$ cat config.mk
export PLATFORM = sky130hd
export DESIGN_NAME = sync_fifo_flex
export DESIGN_NICKNAME = d
export VERILOG_FILES = /design/src/rtl/fifo_pkg.sv /design/src/rtl/fifo_mem.sv /design/src/rtl/sync_fifo_flex.sv
export SDC_FILE = /design/constraint.sdc
export NUM_CORES = 1
export LEC_CHECK = 0
export CAP_MARGIN = 20
export CORE_MARGIN = 2
export CORE_UTILIZATION = 29
export DETAILED_ROUTE_END_ITERATION = 8
export GPL_TIMING_DRIVEN = 0
export HOLD_SLACK_MARGIN = 0.05
export MAX_ROUTING_LAYER = met4
export PLACE_DENSITY_LB_ADDON = 0.3
export SETUP_SLACK_MARGIN = 0.5
export SYNTH_ARGS = -nofsm -noshare
export SYNTH_HDL_FRONTEND = slang
export SYNTH_SLANG_ARGS = --single-unit
$ cat constraint.sdc
create_clock -name clk -period 3.92 [get_ports clk]
set_input_delay 0.98 -clock clk [delete_from_list [all_inputs] [get_ports clk]]
set_output_delay 0.98 -clock clk [all_outputs]
set_load 0.005 [all_outputs]
$ cat src/rtl/fifo_pkg.sv
// Shared FIFO definitions: address-width helper, default thresholds and the
// per-cycle operation encoding. Intended for reuse by the async FIFO as well.
package fifo_pkg;

  localparam int DEF_WIDTH     = 8;
  localparam int DEF_DEPTH     = 16;
  localparam int DEF_AE_LEVEL  = 2;
  localparam int DEF_AF_MARGIN = 2;

  // Encoded as {read_accepted, write_accepted} so the cast below is direct.
  typedef enum logic [1:0] {
    OP_IDLE  = 2'b00,
    OP_WRITE = 2'b01,
    OP_READ  = 2'b10,
    OP_BOTH  = 2'b11
  } fifo_op_e;

  // Ceiling log2, evaluated at elaboration time for address widths.
  function automatic int clog2(input int n);
    int r;
    r = 0;
    for (int i = 0; i < 31; i++) begin
      if ((1 << i) < n) r = i + 1;
    end
    return r;
  endfunction

  function automatic fifo_op_e fifo_op(input logic wr_acc, input logic rd_acc);
    return fifo_op_e'({rd_acc, wr_acc});
  endfunction

endpackage

$ cat src/rtl/fifo_mem.sv
// Simple dual-port FIFO storage: synchronous write, asynchronous read.
module fifo_mem #(
  parameter int WIDTH  = 8,
  parameter int DEPTH  = 16,
  parameter int ADDR_W = 4
) (
  input  logic              clk,
  input  logic              wr_en,
  input  logic [ADDR_W-1:0] wr_addr,
  input  logic [WIDTH-1:0]  wr_data,
  input  logic [ADDR_W-1:0] rd_addr,
  output logic [WIDTH-1:0]  rd_data
);

  logic [WIDTH-1:0] r_mem [DEPTH];

  // NOTE: storage has no reset so it maps onto RAM; the pointers guarantee
  // no location is read before it has been written.
  always_ff @(posedge clk) begin
    if (wr_en) r_mem[wr_addr] <= wr_data;
  end

  assign rd_data = r_mem[rd_addr];

endmodule

$ cat src/rtl/sync_fifo_flex.sv
// Parametrised single-clock FIFO with optional first-word-fall-through,
// programmable almost thresholds, occupancy count and sticky error flags.
module sync_fifo_flex
  import fifo_pkg::*;
#(
  parameter int WIDTH    = DEF_WIDTH,
  parameter int DEPTH    = DEF_DEPTH,
  parameter int AF_LEVEL = DEPTH - DEF_AF_MARGIN,
  parameter int AE_LEVEL = DEF_AE_LEVEL,
  parameter bit FWFT     = 1'b0
) (
  input  logic                   clk,
  input  logic                   rst_n,
  input  logic                   wr_en,
  input  logic [WIDTH-1:0]       wr_data,
  input  logic                   rd_en,
  output logic [WIDTH-1:0]       rd_data,
  output logic                   rd_valid,
  output logic                   full,
  output logic                   empty,
  output logic                   almost_full,
  output logic                   almost_empty,
  output logic [clog2(DEPTH):0]  count,
  input  logic                   err_clr,
  output logic                   overflow,
  output logic                   underflow
);

  localparam int ADDR_W = clog2(DEPTH);
  localparam int CNT_W  = ADDR_W + 1;
  localparam logic [CNT_W-1:0] AF_THR = CNT_W'(AF_LEVEL);
  localparam logic [CNT_W-1:0] AE_THR = CNT_W'(AE_LEVEL);

  logic [CNT_W-1:0] r_wr_ptr;
  logic [CNT_W-1:0] r_rd_ptr;
  logic [CNT_W-1:0] r_count;
  logic             r_overflow;
  logic             r_underflow;

  logic             w_full;
  logic             w_empty;
  logic             w_wr_acc;
  logic             w_rd_acc;
  fifo_op_e         w_op;
  logic [WIDTH-1:0] w_head;

  // Same low bits with opposite wrap bits means the writer is one lap ahead.
  assign w_empty  = (r_wr_ptr == r_rd_ptr);
  assign w_full   = (r_wr_ptr[ADDR_W-1:0] == r_rd_ptr[ADDR_W-1:0]) &&
                    (r_wr_ptr[ADDR_W] != r_rd_ptr[ADDR_W]);
  assign w_wr_acc = wr_en && !w_full;
  assign w_rd_acc = rd_en && !w_empty;
  assign w_op     = fifo_op(w_wr_acc, w_rd_acc);

  fifo_mem #(
    .WIDTH  (WIDTH),
    .DEPTH  (DEPTH),
    .ADDR_W (ADDR_W)
  ) u_mem (
    .clk     (clk),
    .wr_en   (w_wr_acc),
    .wr_addr (r_wr_ptr[ADDR_W-1:0]),
    .wr_data (wr_data),
    .rd_addr (r_rd_ptr[ADDR_W-1:0]),
    .rd_data (w_head)
  );

  // NOTE: sequential state uses non-blocking assignments so every register
  // samples pre-edge values regardless of block ordering.
  always_ff @(posedge clk or negedge rst_n) begin
    if (!rst_n) begin
      r_wr_ptr <= '0;
      r_rd_ptr <= '0;
      r_count  <= '0;
    end else begin
      if (w_wr_acc) r_wr_ptr <= r_wr_ptr + 1'b1;
      if (w_rd_acc) r_rd_ptr <= r_rd_ptr + 1'b1;
      case (w_op)
        OP_WRITE: r_count <= r_count + 1'b1;
        OP_READ:  r_count <= r_count - 1'b1;
        default:  r_count <= r_count;
      endcase
    end
  end

  // A new rejection outranks a clear arriving in the same cycle.
  always_ff @(posedge clk or negedge rst_n) begin
    if (!rst_n) begin
      r_overflow  <= 1'b0;
      r_underflow <= 1'b0;
    end else begin
      if (wr_en && w_full)      r_overflow <= 1'b1;
      else if (err_clr)         r_overflow <= 1'b0;

      if (rd_en && w_empty)     r_underflow <= 1'b1;
      else if (err_clr)         r_underflow <= 1'b0;
    end
  end

  generate
    if (FWFT) begin : g_fwft
      // Head word is presented as soon as it exists; rd_en only pops it.
      assign rd_valid = !w_empty;
      assign rd_data  = w_empty ? '0 : w_head;
    end else begin : g_std
      logic [WIDTH-1:0] r_rd_data;
      logic             r_rd_valid;

      always_ff @(posedge clk or negedge rst_n) begin
        if (!rst_n) begin
          r_rd_data  <= '0;
          r_rd_valid <= 1'b0;
        end else begin
          r_rd_valid <= w_rd_acc;
          if (w_rd_acc) r_rd_data <= w_head;
        end
      end

      assign rd_valid = r_rd_valid;
      assign rd_data  = r_rd_data;
    end
  endgenerate

  assign full         = w_full;
  assign empty        = w_empty;
  assign count        = r_count;
  assign almost_full  = (r_count >= AF_THR);
  assign almost_empty = (r_count <= AE_THR);
  assign overflow     = r_overflow;
  assign underflow    = r_underflow;

endmodule

Word level (Yosys, flattened, before mapping). Memory sizes are Yosys's and may differ from the RTL's. A register that Yosys moved wholly into a read port is not among the register bits. Index checks and enable logic that the tools add are counted.

Register bits: 18. RAM bits: 128. Input port bits: 13. Output and inout port bits: 20. Memories: 1.

Memories: u_mem.r_mem (words 16, width 8, read ports 1, clocked after Yosys merged registers in 1, write ports 1, RTL line fifo_mem.sv:15) `logic [WIDTH-1:0] r_mem [DEPTH];`.

Reduce and logical (&&, ||, !) cells: 11. Add/sub/neg operators: 4. Magnitude comparators: 2. Multiplexer cells: 6. Equality and inequality tests: 5.

Operators by type and width (count): $add A5 B1 Y5 const B (3); $pmux W5 S2 (1); $reduce_bool A2 Y1 (3); $eq A5 B5 Y1 (1); $ge A5 B4 Y1 const B (1); $le A5 B2 Y1 const B (1); $logic_and A1 B1 Y1 (5); $mux W1 (5); $sub A5 B1 Y5 const B (1); $eq A4 B4 Y1 (1); $logic_not A1 Y1 (3); $eq A2 B1 Y1 const B (1); $eq A2 B2 Y1 const B (1); $ne A1 B1 Y1 (1).

Depth between registers and ports, before layout. Gate-level depths: netlist of run 1.

Depth after elaboration: 6. Depth in mapped cells: 14.

Hierarchy. A second synthesis of run 1 with hierarchy kept.

Cells, all modules: 327. Area total of the unflattened synthesis: 6371.1 um^2.

By module, submodules not included: fifo_mem (area each 4987.3 um^2, sequential area each 3843.7 um^2, cells an instance 221, times used 1); sync_fifo_flex (area each 1383.8 um^2, sequential area each 650.6 um^2, cells an instance 106, times used 1).

Worst setup path before layout of run 1. No wires, ideal clock.

Path kind: reg-to-reg. Start point: reg r_rd_ptr[0]. End point: reg r_count[4], in the netlist count[4]. Arrival: 2785 ps. Path slack: 1007 ps. Cell stages (with the launch flop): 15. Period minus slack after synthesis: 2913 ps. Cell sequence: dfrtp_1 -> buf_2 -> xnor2_1 -> nand4_1 -> o21ai_1 -> buf_2 -> inv_1 -> ha_1 -> clkbuf_1 -> xor2_1 -> ha_1 -> a211o_1 -> nand3_1 -> a21oi_1 -> xor2_1.

Elaborated cells between the ends (all ways): 11. Classes of those cells: 4 x eq/ne; 1 x mux; 6 x reduce/logical.

RTL lines: start, declared (RTL line sync_fifo_flex.sv:35) `logic [CNT_W-1:0] r_rd_ptr;`; start signal, assigned (RTL line sync_fifo_flex.sv:77) `if (w_rd_acc) r_rd_ptr <= r_rd_ptr + 1'b1;`; $eq A5 B5 Y1 * (RTL line sync_fifo_flex.sv:48) `assign w_empty = (r_wr_ptr == r_rd_ptr);`; $logic_not A1 Y1 * (RTL line sync_fifo_flex.sv:52) `assign w_rd_acc = rd_en && !w_empty;`; $logic_and A1 B1 Y1 * (RTL line sync_fifo_flex.sv:52); named net w_rd_acc (RTL line sync_fifo_flex.sv:43) `logic w_rd_acc;`; $eq A2 B2 Y1 / $eq A2 B1 Y1 (equally long branches) (RTL line sync_fifo_flex.sv:78) `case (w_op)`; $pmux W5 S2 / $reduce_bool A2 Y1 (equally long branches); end signal, assigned (RTL line sync_fifo_flex.sv:79) `OP_WRITE: r_count <= r_count + 1'b1;`; end signal, assigned (RTL line sync_fifo_flex.sv:80) `OP_READ: r_count <= r_count - 1'b1;`; end signal, assigned (RTL line sync_fifo_flex.sv:81) `default: r_count <= r_count;`; end, declared (RTL line sync_fifo_flex.sv:36) `logic [CNT_W-1:0] r_count;`.

The timed path passes the listed nets; every way through them passes the cells marked *. A chain may end at the register's enable or synchronous reset.

Worst setup path after layout of run 1.
Start point: in wr_en. End point: reg r_count[4], in the netlist count[4].

Longest elaborated chain between the ends: 3. Elaborated cells between the ends (all ways): 5. Classes of those cells: 2 x eq/ne; 1 x mux; 2 x reduce/logical.

RTL lines: start, declared (RTL line sync_fifo_flex.sv:14) `input logic wr_en,`; $logic_and A1 B1 Y1 * (RTL line sync_fifo_flex.sv:51) `assign w_wr_acc = wr_en && !w_full;`; $eq A2 B2 Y1 / $eq A2 B1 Y1 (equally long branches) (RTL line sync_fifo_flex.sv:78); $pmux W5 S2 / $reduce_bool A2 Y1 (equally long branches).

Every way passes the cells marked *; elsewhere a longest branch is shown, timed or not.

==> impl_metrics.tcl, run 1 <==
set metrics [dict create \
    status "finished, final reports clean" \
    cap_viol_max_count 0 \
    via_per_inst 4.84 \
    io_buffers 32 \
    clkSlewWorstSetupHoldPaths_ns 0.06 \
    critPathMaxFanout 10 \
    synth_seq_area_share_pct 70.1 \
    final_antenna_net_count 0 \
    detailroute.via_count 3374 \
    busiest_layer "met2" \
    min-delay-path-class "reg -> reg" \
    share_of_layout_cells_above_drive_strength_1_pct 18.5 \
    drc 0 \
    dpl.hpwl_um 8700 \
    data_required_critical_path_ns 4.22 \
    design.core.area_um2 21800 \
    syn_nets 370 \
    maximum_number_of_pins_on_one_net_before_global_route_repair 19 \
    min_period_ns 3.28 \
    layout-area-overhead-vs-synth_pct 21.5 \
    cts_buffer_depth 2 \
    synth-edff-count 128 \
    num_antenna_cells 0 \
    per_cell_routed_wire_length_um 19.8 \
    max_slew.worst_pin.slew_ns 0.976 \
    postSynth.asyncResetShare_pct 16.9 \
    fp.dieH_um 153 \
    startpoint_type "input port" \
    rsz0062_at_grt "true" \
    dp_slack_ns 0.0796 \
    timing_hold_violations_final 0 \
    finalSetupViolCount 0 \
    clock-skew-final_ns 0.00624 \
    drv_slew 0 \
    tns_ns 0 \
    num_rows 54 \
    detailedRoute.firstIterationViolations 283 \
    synthDistinctLibCells 41 \
    avgSynthCellArea_um2 18.4 \
    first_pass_grt_wire_length_um 21100 \
    die_width_um 153 \
    gr-usage-all-layers_pct 12.6 \
    cts_buffers 17 \
    maxClockFrequency_mhz 305 \
    globalRoute.totalOverflow 0 \
    timing.critical_path.to_type "flip-flop" \
    power.total_mw 5.97 \
    area_taken_by_multi_input_logic_gates_um2 1810 \
    gr-usage-met3_pct 3.21 \
    syn_inst 349 \
    fill_cells 2008 \
    finalCoreUtilization_pct 35.8 \
    post-route-period-util_pct 83.7 \
    globalplace.congestion 0.773 \
    htree_num_levels 4 \
    static_leakage_nw 2.75 \
    yosys_warnings 0 \
    detailedRoute.firstPassIterationCount 4 \
    cp_data_arrival_time_ns 3.58 \
    power.ir.vdd_worst_mv 0.293 \
    final_net_count 425 \
    cts_hold_repair.buffers 0 \
    routed_wire_length_um 13800 \
    clock-root-buffer "sky130_fd_sc_hd__clkbuf_16" \
    p_per_area_nw_per_um2 767 \
    setup_slack_ns 0.641 \
    max-slew-margin-rel_pct 34.8 \
    initial_utilization_pct 29.5 \
    timing_worst_setup_path_type "in -> reg" \
    antenna_violations_before_repair 0 \
    ff_latch_area_um2 4490 \
    cts.sinks 154 \
    num_io_pins 33 \
    gr-usage-met1_pct 15.1 \
    global_route.usage.met2_pct 20.2 \
    synth_ff_type "sky130_fd_sc_hd__edfxtp_1" \
    clk-insertion-delay-late_ns 0.42 \
    tritoncts "done" \
    die-area_um2 23300 \
    mappedNetlistArea_um2 6410 \
    ys_ff_latch 154 \
    via_count_of_the_first_global_routing_pass 3561 \
]
[final timing paths]
check / start / to / slack, ns / cells past startpoint
worst max-delay path: wr_en / count[4]$_DFFE_PN0P_ / 0.64 / 13
worst min-delay path: rd_data[3]$_DFFE_PN0P_ / rd_data[3]$_DFFE_PN0P_ / 0.51 / 1
worst max register to register: r_wr_ptr[2]$_DFFE_PN0P_ / count[4]$_DFFE_PN0P_ / 0.76 / 14
worst min register to register: rd_data[3]$_DFFE_PN0P_ / rd_data[3]$_DFFE_PN0P_ / 0.51 / 1
max in group asynchronous: rst_n / rd_data[1]$_DFFE_PN0P_ / 2.51 / 2
min in group asynchronous: rst_n / overflow$_DFFE_PN0P_ / 0.89 / 1
[registers in the layout, summed over array words and instances (netlist names)]
| signal | cells |
|---|---|
| r_rd_ptr | 5 |
| rd_valid | 1 |
| underflow | 1 |
| count | 5 |
| r_wr_ptr | 5 |
| u_mem.r_mem | 128 |
| overflow | 1 |
| rd_data | 8 |
[cell usage after synthesis, types with 9 or more instances]
cell | count | area (µm²)
sky130_fd_sc_hd__edfxtp_1 | 128 | 3840
sky130_fd_sc_hd__dfrtp_1 | 26 | 651
sky130_fd_sc_hd__mux2_2 | 18 | 203
sky130_fd_sc_hd__mux2i_1 | 16 | 160
sky130_fd_sc_hd__and3_1 | 14 | 87.6
sky130_fd_sc_hd__mux4_1 | 13 | 342
sky130_fd_sc_hd__xnor2_1 | 13 | 114
sky130_fd_sc_hd__mux4_2 | 11 | 248
sky130_fd_sc_hd__a22o_1 | 10 | 87.6
sky130_fd_sc_hd__nand2b_1 | 9 | 56.3
[logic make-up after synthesis]
kind of cell    count (synthesis)  share of synthesized area, %
flops                         154                          70.1
simple gates                   46                          4.26
fa+ha+maj                       8                          1.56
buf+inv                        27                          2.03
xor+xnor                       20                          2.73
compound gates                 35                          4.27
mux                            59                          15.0
[cell usage in the layout, fill, tap and decap left out, types with 2 or more instances in the layout]
| cell type | count |
|---|---|
| sky130_fd_sc_hd__clkbuf_4 | 2 |
| sky130_fd_sc_hd__clkinvlp_4 | 2 |
| sky130_fd_sc_hd__a221oi_1 | 8 |
| sky130_fd_sc_hd__clkinv_4 | 3 |
| sky130_fd_sc_hd__nor2b_1 | 7 |
| sky130_fd_sc_hd__mux4_2 | 11 |
| sky130_fd_sc_hd__ha_1 | 8 |
| sky130_fd_sc_hd__mux2_2 | 18 |
| sky130_fd_sc_hd__mux2i_1 | 16 |
| sky130_fd_sc_hd__and3_1 | 14 |
| sky130_fd_sc_hd__xnor2_1 | 11 |
| sky130_fd_sc_hd__clkbuf_1 | 11 |
| sky130_fd_sc_hd__nand2b_1 | 9 |
| sky130_fd_sc_hd__clkbuf_16 | 17 |
| sky130_fd_sc_hd__buf_4 | 5 |
| sky130_fd_sc_hd__a22o_1 | 10 |
| sky130_fd_sc_hd__dfrtp_1 | 26 |
| sky130_fd_sc_hd__buf_6 | 2 |
| sky130_fd_sc_hd__nand3_1 | 3 |
| sky130_fd_sc_hd__edfxtp_1 | 128 |
| sky130_fd_sc_hd__o21ai_0 | 2 |
| sky130_fd_sc_hd__nor2_1 | 5 |
| sky130_fd_sc_hd__mux4_1 | 13 |
| sky130_fd_sc_hd__xor2_1 | 7 |
| sky130_fd_sc_hd__bufinv_16 | 5 |
| sky130_fd_sc_hd__buf_2 | 5 |
| sky130_fd_sc_hd__a21oi_1 | 2 |
| sky130_fd_sc_hd__xnor2_2 | 2 |
| sky130_fd_sc_hd__inv_1 | 7 |
| sky130_fd_sc_hd__o211ai_1 | 4 |
| sky130_fd_sc_hd__clkdlybuf4s50_1 | 32 |
[what timing repair did]
action	in CTS	in global routing
pin swaps	1	0
setup buffers	3	0
endpoints found under the setup margin	4	4
gates resized for setup	1	7
[final cells by class]
| cell class | count | area share (%) |
|---|---|---|
| tap | 280 | 4.50 |
| timing repair buffer | 36 | 4.60 |
| multi-input combinational | 168 | 23.2 |
| sequential | 154 | 57.7 |
| clock buffer | 21 | 5.66 |
| clock inverter | 11 | 2.51 |
| inverter | 7 | 0.337 |
| buffer | 20 | 1.45 |
[critical path, stage by stage]
cell	delay, ns
sky130_fd_sc_hd__clkdlybuf4s50_1	0.54
sky130_fd_sc_hd__inv_1	0.10
sky130_fd_sc_hd__a21oi_2	0.22
sky130_fd_sc_hd__clkbuf_4	0.25
sky130_fd_sc_hd__inv_1	0.08
sky130_fd_sc_hd__ha_1	0.17
sky130_fd_sc_hd__clkbuf_1	0.19
sky130_fd_sc_hd__xor2_1	0.18
sky130_fd_sc_hd__ha_1	0.23
sky130_fd_sc_hd__a211o_1	0.30
sky130_fd_sc_hd__nand3_1	0.09
sky130_fd_sc_hd__a21oi_1	0.09
sky130_fd_sc_hd__xor2_1	0.15
[where the power goes]
| part | total [mW] | switching (mW) | internal, mW |
|---|---|---|---|
| sequential | 2.18 | 0.130 | 2.05 |
| combinational | 2.02 | 1.03 | 0.991 |
| clock | 1.77 | 0.641 | 1.13 |
[per-layer routing]
| layer | vias up | part of all wire (%) |
|---|---|---|
| li1 | 1508 | - |
| met1 | 1762 | 44 |
| met2 | 80 | 50 |
| met3 | 24 | 4.0 |
| met4 | 0 | 2.7 |
| met5 | - | 0 |
[metrics by stage]
| stage | hold slack [ns] | instances | instance area [µm²] |
|---|---|---|---|
| 4_1_cts | 0.509 | 697 | 7760 |
| 3_5_place_dp | 0.495 | 662 | 7100 |
| 3_3_place_gp | 0.493 | 661 | 7080 |
| 5_1_grt | 0.532 | 697 | 7790 |
| 6_report | 0.507 | 697 | 7790 |
| 2_1_floorplan | 0.499 | 349 | 6410 |
Note: power is estimated with default switching activity, not from simulation.
==> run 2, diff against run 1 <==
==> constraint.sdc (replaced) <==
create_clock -name clk -period 3 [get_ports clk]
set_input_delay 0.75 -clock clk [delete_from_list [all_inputs] [get_ports clk]]
set_output_delay 0.75 -clock clk [all_outputs]
set_load 0.005 [all_outputs]
==> run 2 against run 1 <==
Against the previous run: routed wire length rose by 1.1%; clock power up 16%; final cell count rose by 1.4%; sequential cell count unchanged; clock-buffer cell count shrank 4; via count is 0.27% lower; first-iteration DRC count fell by 5.3%; utilization grew 1.1 points; clock skew up 0.0084 ns; hold slack better by 0.013 ns; largest cell class unchanged.
==> impl_metrics.tcl, run 2 (synthesis results as in run 1) <==
set metrics [dict create \
    power.ir.vdd_worst_mv 0.410 \
    num_antenna_cells 0 \
    data_required_critical_path_ns 3.31 \
    max-slew-margin-rel_pct 45.6 \
    min_period_ns 2.54 \
    cts_hold_repair.buffers 0 \
    drv_slew 0 \
    setup_slack_ns 0.458 \
    clock-skew-final_ns 0.0147 \
    whs_ns 0.520 \
    cts_buffer_depth 2 \
    finalSetupViolCount 0 \
    cp_slowest_stage_delay_ns 0.42 \
    initial_utilization_pct 29.5 \
    detailedRoute.firstPassIterationCount 4 \
    die-area_um2 23300 \
    crit_slowest_cell "sky130_fd_sc_hd__dfrtp_1" \
    die_width_um 153 \
    gr-usage-met3_pct 3.41 \
    drc 0 \
    critPathTopFamily "buffers and inverters" \
    critPathMaxFanout 6 \
    timing_hold_violations_final 0 \
    postLayoutCellArea_um2 8030 \
    clock_power_share_pct 25.9 \
    io_buffers 32 \
    globalplace.congestion 0.815 \
    power.switching_fraction_pct 31.4 \
    final_antenna_net_count 0 \
    net-switching-power_mw 2.49 \
    maxClockFrequency_mhz 393 \
    p_per_area_nw_per_um2 988 \
    first_pass_grt_wire_length_um 21500 \
    power.total_mw 7.93 \
    dpl.hpwl_um 9070 \
    num_io_pins 33 \
    design.core.area_um2 21800 \
    largest_register_ffs 128 \
    gr-usage-all-layers_pct 12.9 \
    gr-usage-met1_pct 16.1 \
    tritoncts "done" \
    timing.critical_path.to_type "flip-flop" \
    cpMostUsedCell "sky130_fd_sc_hd__buf_6" \
    cp_data_arrival_time_ns 2.85 \
    fp.dieH_um 153 \
    crit_path_cell_trace "buf_12 -> xnor2_4 -> nand4_1 -> buf_6 -> o21ai_4 -> buf_6 -> inv_6 -> ha_4 -> buf_8 -> xor2_2 -> ha_2 -> a211o_1 -> nand3_2 -> a21oi_2 -> xor2_1" \
    timing_worst_setup_path_type "reg -> reg" \
    post-route-period-util_pct 84.7 \
    placed_cell_area_um2 7170 \
    layout-area-overhead-vs-synth_pct 25.2 \
    pwr-share-seq_pct 36.4 \
    per_cell_routed_wire_length_um 19.7 \
    min-delay-path-class "reg -> reg" \
    internal-power_mw 5.44 \
    regMostFlops "u_mem.r_mem" \
    final_common_cell "sky130_fd_sc_hd__edfxtp_1" \
    clock-root-buffer "sky130_fd_sc_hd__clkbuf_16" \
    maximum_number_of_pins_on_one_net_before_global_route_repair 18 \
    detailedRoute.firstIterationViolations 268 \
    rsz0062_at_grt "true" \
    dp_slack_ns -0.323 \
    share_of_layout_cells_above_drive_strength_1_pct 27.2 \
    max_slew.worst_pin.slew_ns 0.811 \
    clk-insertion-delay-late_ns 0.42 \
    globalRoute.totalOverflow 0 \
    most-common-layout-cells "128 x sky130_fd_sc_hd__edfxtp_1, 28 x sky130_fd_sc_hd__clkdlybuf4s50_1, 24 x sky130_fd_sc_hd__dfrtp_1, 18 x sky130_fd_sc_hd__mux2_2, 17 x sky130_fd_sc_hd__clkbuf_16" \
    busiest_layer "met2" \
    fill_cells 2002 \
    cts_buffers 17 \
    antenna_violations_before_repair 0 \
    worstPathBufferInverterCount 5 \
    num_rows 54 \
    via_per_inst 4.76 \
    power.combinational.fraction_pct 37.6 \
    routed_wire_length_um 14000 \
    static_leakage_nw 2.85 \
    status "finished, final reports clean" \
    via_count_of_the_first_global_routing_pass 3506 \
    clkSlewWorstSetupHoldPaths_ns 0.06 \
    htree_num_levels 4 \
    global_route.usage.met2_pct 20.4 \
    detailroute.via_count 3365 \
    final_net_count 436 \
    startpoint_type "flip-flop" \
    cap_viol_max_count 0 \
    cts.sinks 154 \
]
[run 2: cell types whose count changed in the layout (fill, tap and decap cells not counted), moves of 3 or more]
cell                              change
sky130_fd_sc_hd__inv_6                +4
sky130_fd_sc_hd__buf_4                +9
sky130_fd_sc_hd__buf_6                +5
sky130_fd_sc_hd__xnor2_4              +3
sky130_fd_sc_hd__clkbuf_1             -9
sky130_fd_sc_hd__dlygate4sd2_1        +3
sky130_fd_sc_hd__clkdlybuf4s50_1      -4
sky130_fd_sc_hd__bufinv_16            -3
[run 2: worst paths after layout]
check / from / end / slack [ns] / cells after the start
max: r_rd_ptr[1]$_DFFE_PN0P_ / count[4]$_DFFE_PN0P_ / 0.46 / 15
min: overflow$_DFFE_PN0P_ / overflow$_DFFE_PN0P_ / 0.52 / 1
max reg2reg: r_rd_ptr[1]$_DFFE_PN0P_ / count[4]$_DFFE_PN0P_ / 0.46 / 15
min reg2reg: overflow$_DFFE_PN0P_ / overflow$_DFFE_PN0P_ / 0.52 / 1
max in group asynchronous: rst_n / r_wr_ptr[0]$_DFFE_PN0P_ / 1.81 / 2
min in group asynchronous: rst_n / count[4]$_DFFE_PN0P_ / 0.69 / 1
[run 2: cell type report]
| cell class | instances | area, µm² | share of cell area, % |
|---|---|---|---|
| clock buffer | 17 | 425 | 5.30 |
| tap | 280 | 350 | 4.36 |
| multi-input combinational | 168 | 1950 | 24.3 |
| buffer | 20 | 180 | 2.24 |
| clock inverter | 14 | 145 | 1.81 |
| sequential | 154 | 4500 | 56.0 |
| inverter | 7 | 31.3 | 0.390 |
| timing repair buffer | 47 | 448 | 5.58 |
[run 2: power groups by stage]
stage | logic (mW) | registers, mW | clock network [mW]
finish | 2.98 | 2.89 | 2.06
global route | 3.21 | 2.93 | 2.19
CTS | 2.93 | 2.89 | 2.10
detailed placement | 2.66 | 2.90 | 0
global placement | 2.62 | 2.88 | 0
floorplan | 1.75 | 2.86 | 0
[run 2: per-stage QoR]
stage | cells | TNS [ns] | util (%)
global placement | 661 | -1.85 | 32.8
CTS | 704 | 0 | 36.6
finish | 707 | 0 | 36.9
global route | 707 | 0 | 36.9
floorplan | 349 | 0 | -
detailed placement | 662 | -0.745 | 33.0
[run 2: metal layers]
metal | wire length (µm) | part of all wire (%) | vias to the layer above
met5 | 0 | 0 | -
met2 | 6850 | 49 | 87
met3 | 788 | 5.6 | 17
met4 | 255 | 1.8 | 0
met1 | 6060 | 43 | 1731
li1 | - | - | 1530
[run 2: worst reg2reg max path, stage by stage (launching register included)]
cell and delay, ns:
sky130_fd_sc_hd__dfrtp_1 0.42, sky130_fd_sc_hd__buf_12 0.15, sky130_fd_sc_hd__xnor2_4 0.13, sky130_fd_sc_hd__nand4_1 0.12
sky130_fd_sc_hd__buf_6 0.16, sky130_fd_sc_hd__o21ai_4 0.14, sky130_fd_sc_hd__buf_6 0.13, sky130_fd_sc_hd__inv_6 0.03
sky130_fd_sc_hd__ha_4 0.15, sky130_fd_sc_hd__buf_8 0.12, sky130_fd_sc_hd__xor2_2 0.14, sky130_fd_sc_hd__ha_2 0.20
sky130_fd_sc_hd__a211o_1 0.27, sky130_fd_sc_hd__nand3_2 0.08, sky130_fd_sc_hd__a21oi_2 0.06, sky130_fd_sc_hd__xor2_1 0.14
[run 2: timing repair]
| action | in CTS | in global routing |
|---|---|---|
| pin swaps | 6 | 4 |
| gates resized for setup | 36 | 16 |
| endpoints found under the setup margin | 24 | 23 |
| buffers inserted | 11 | 3 |
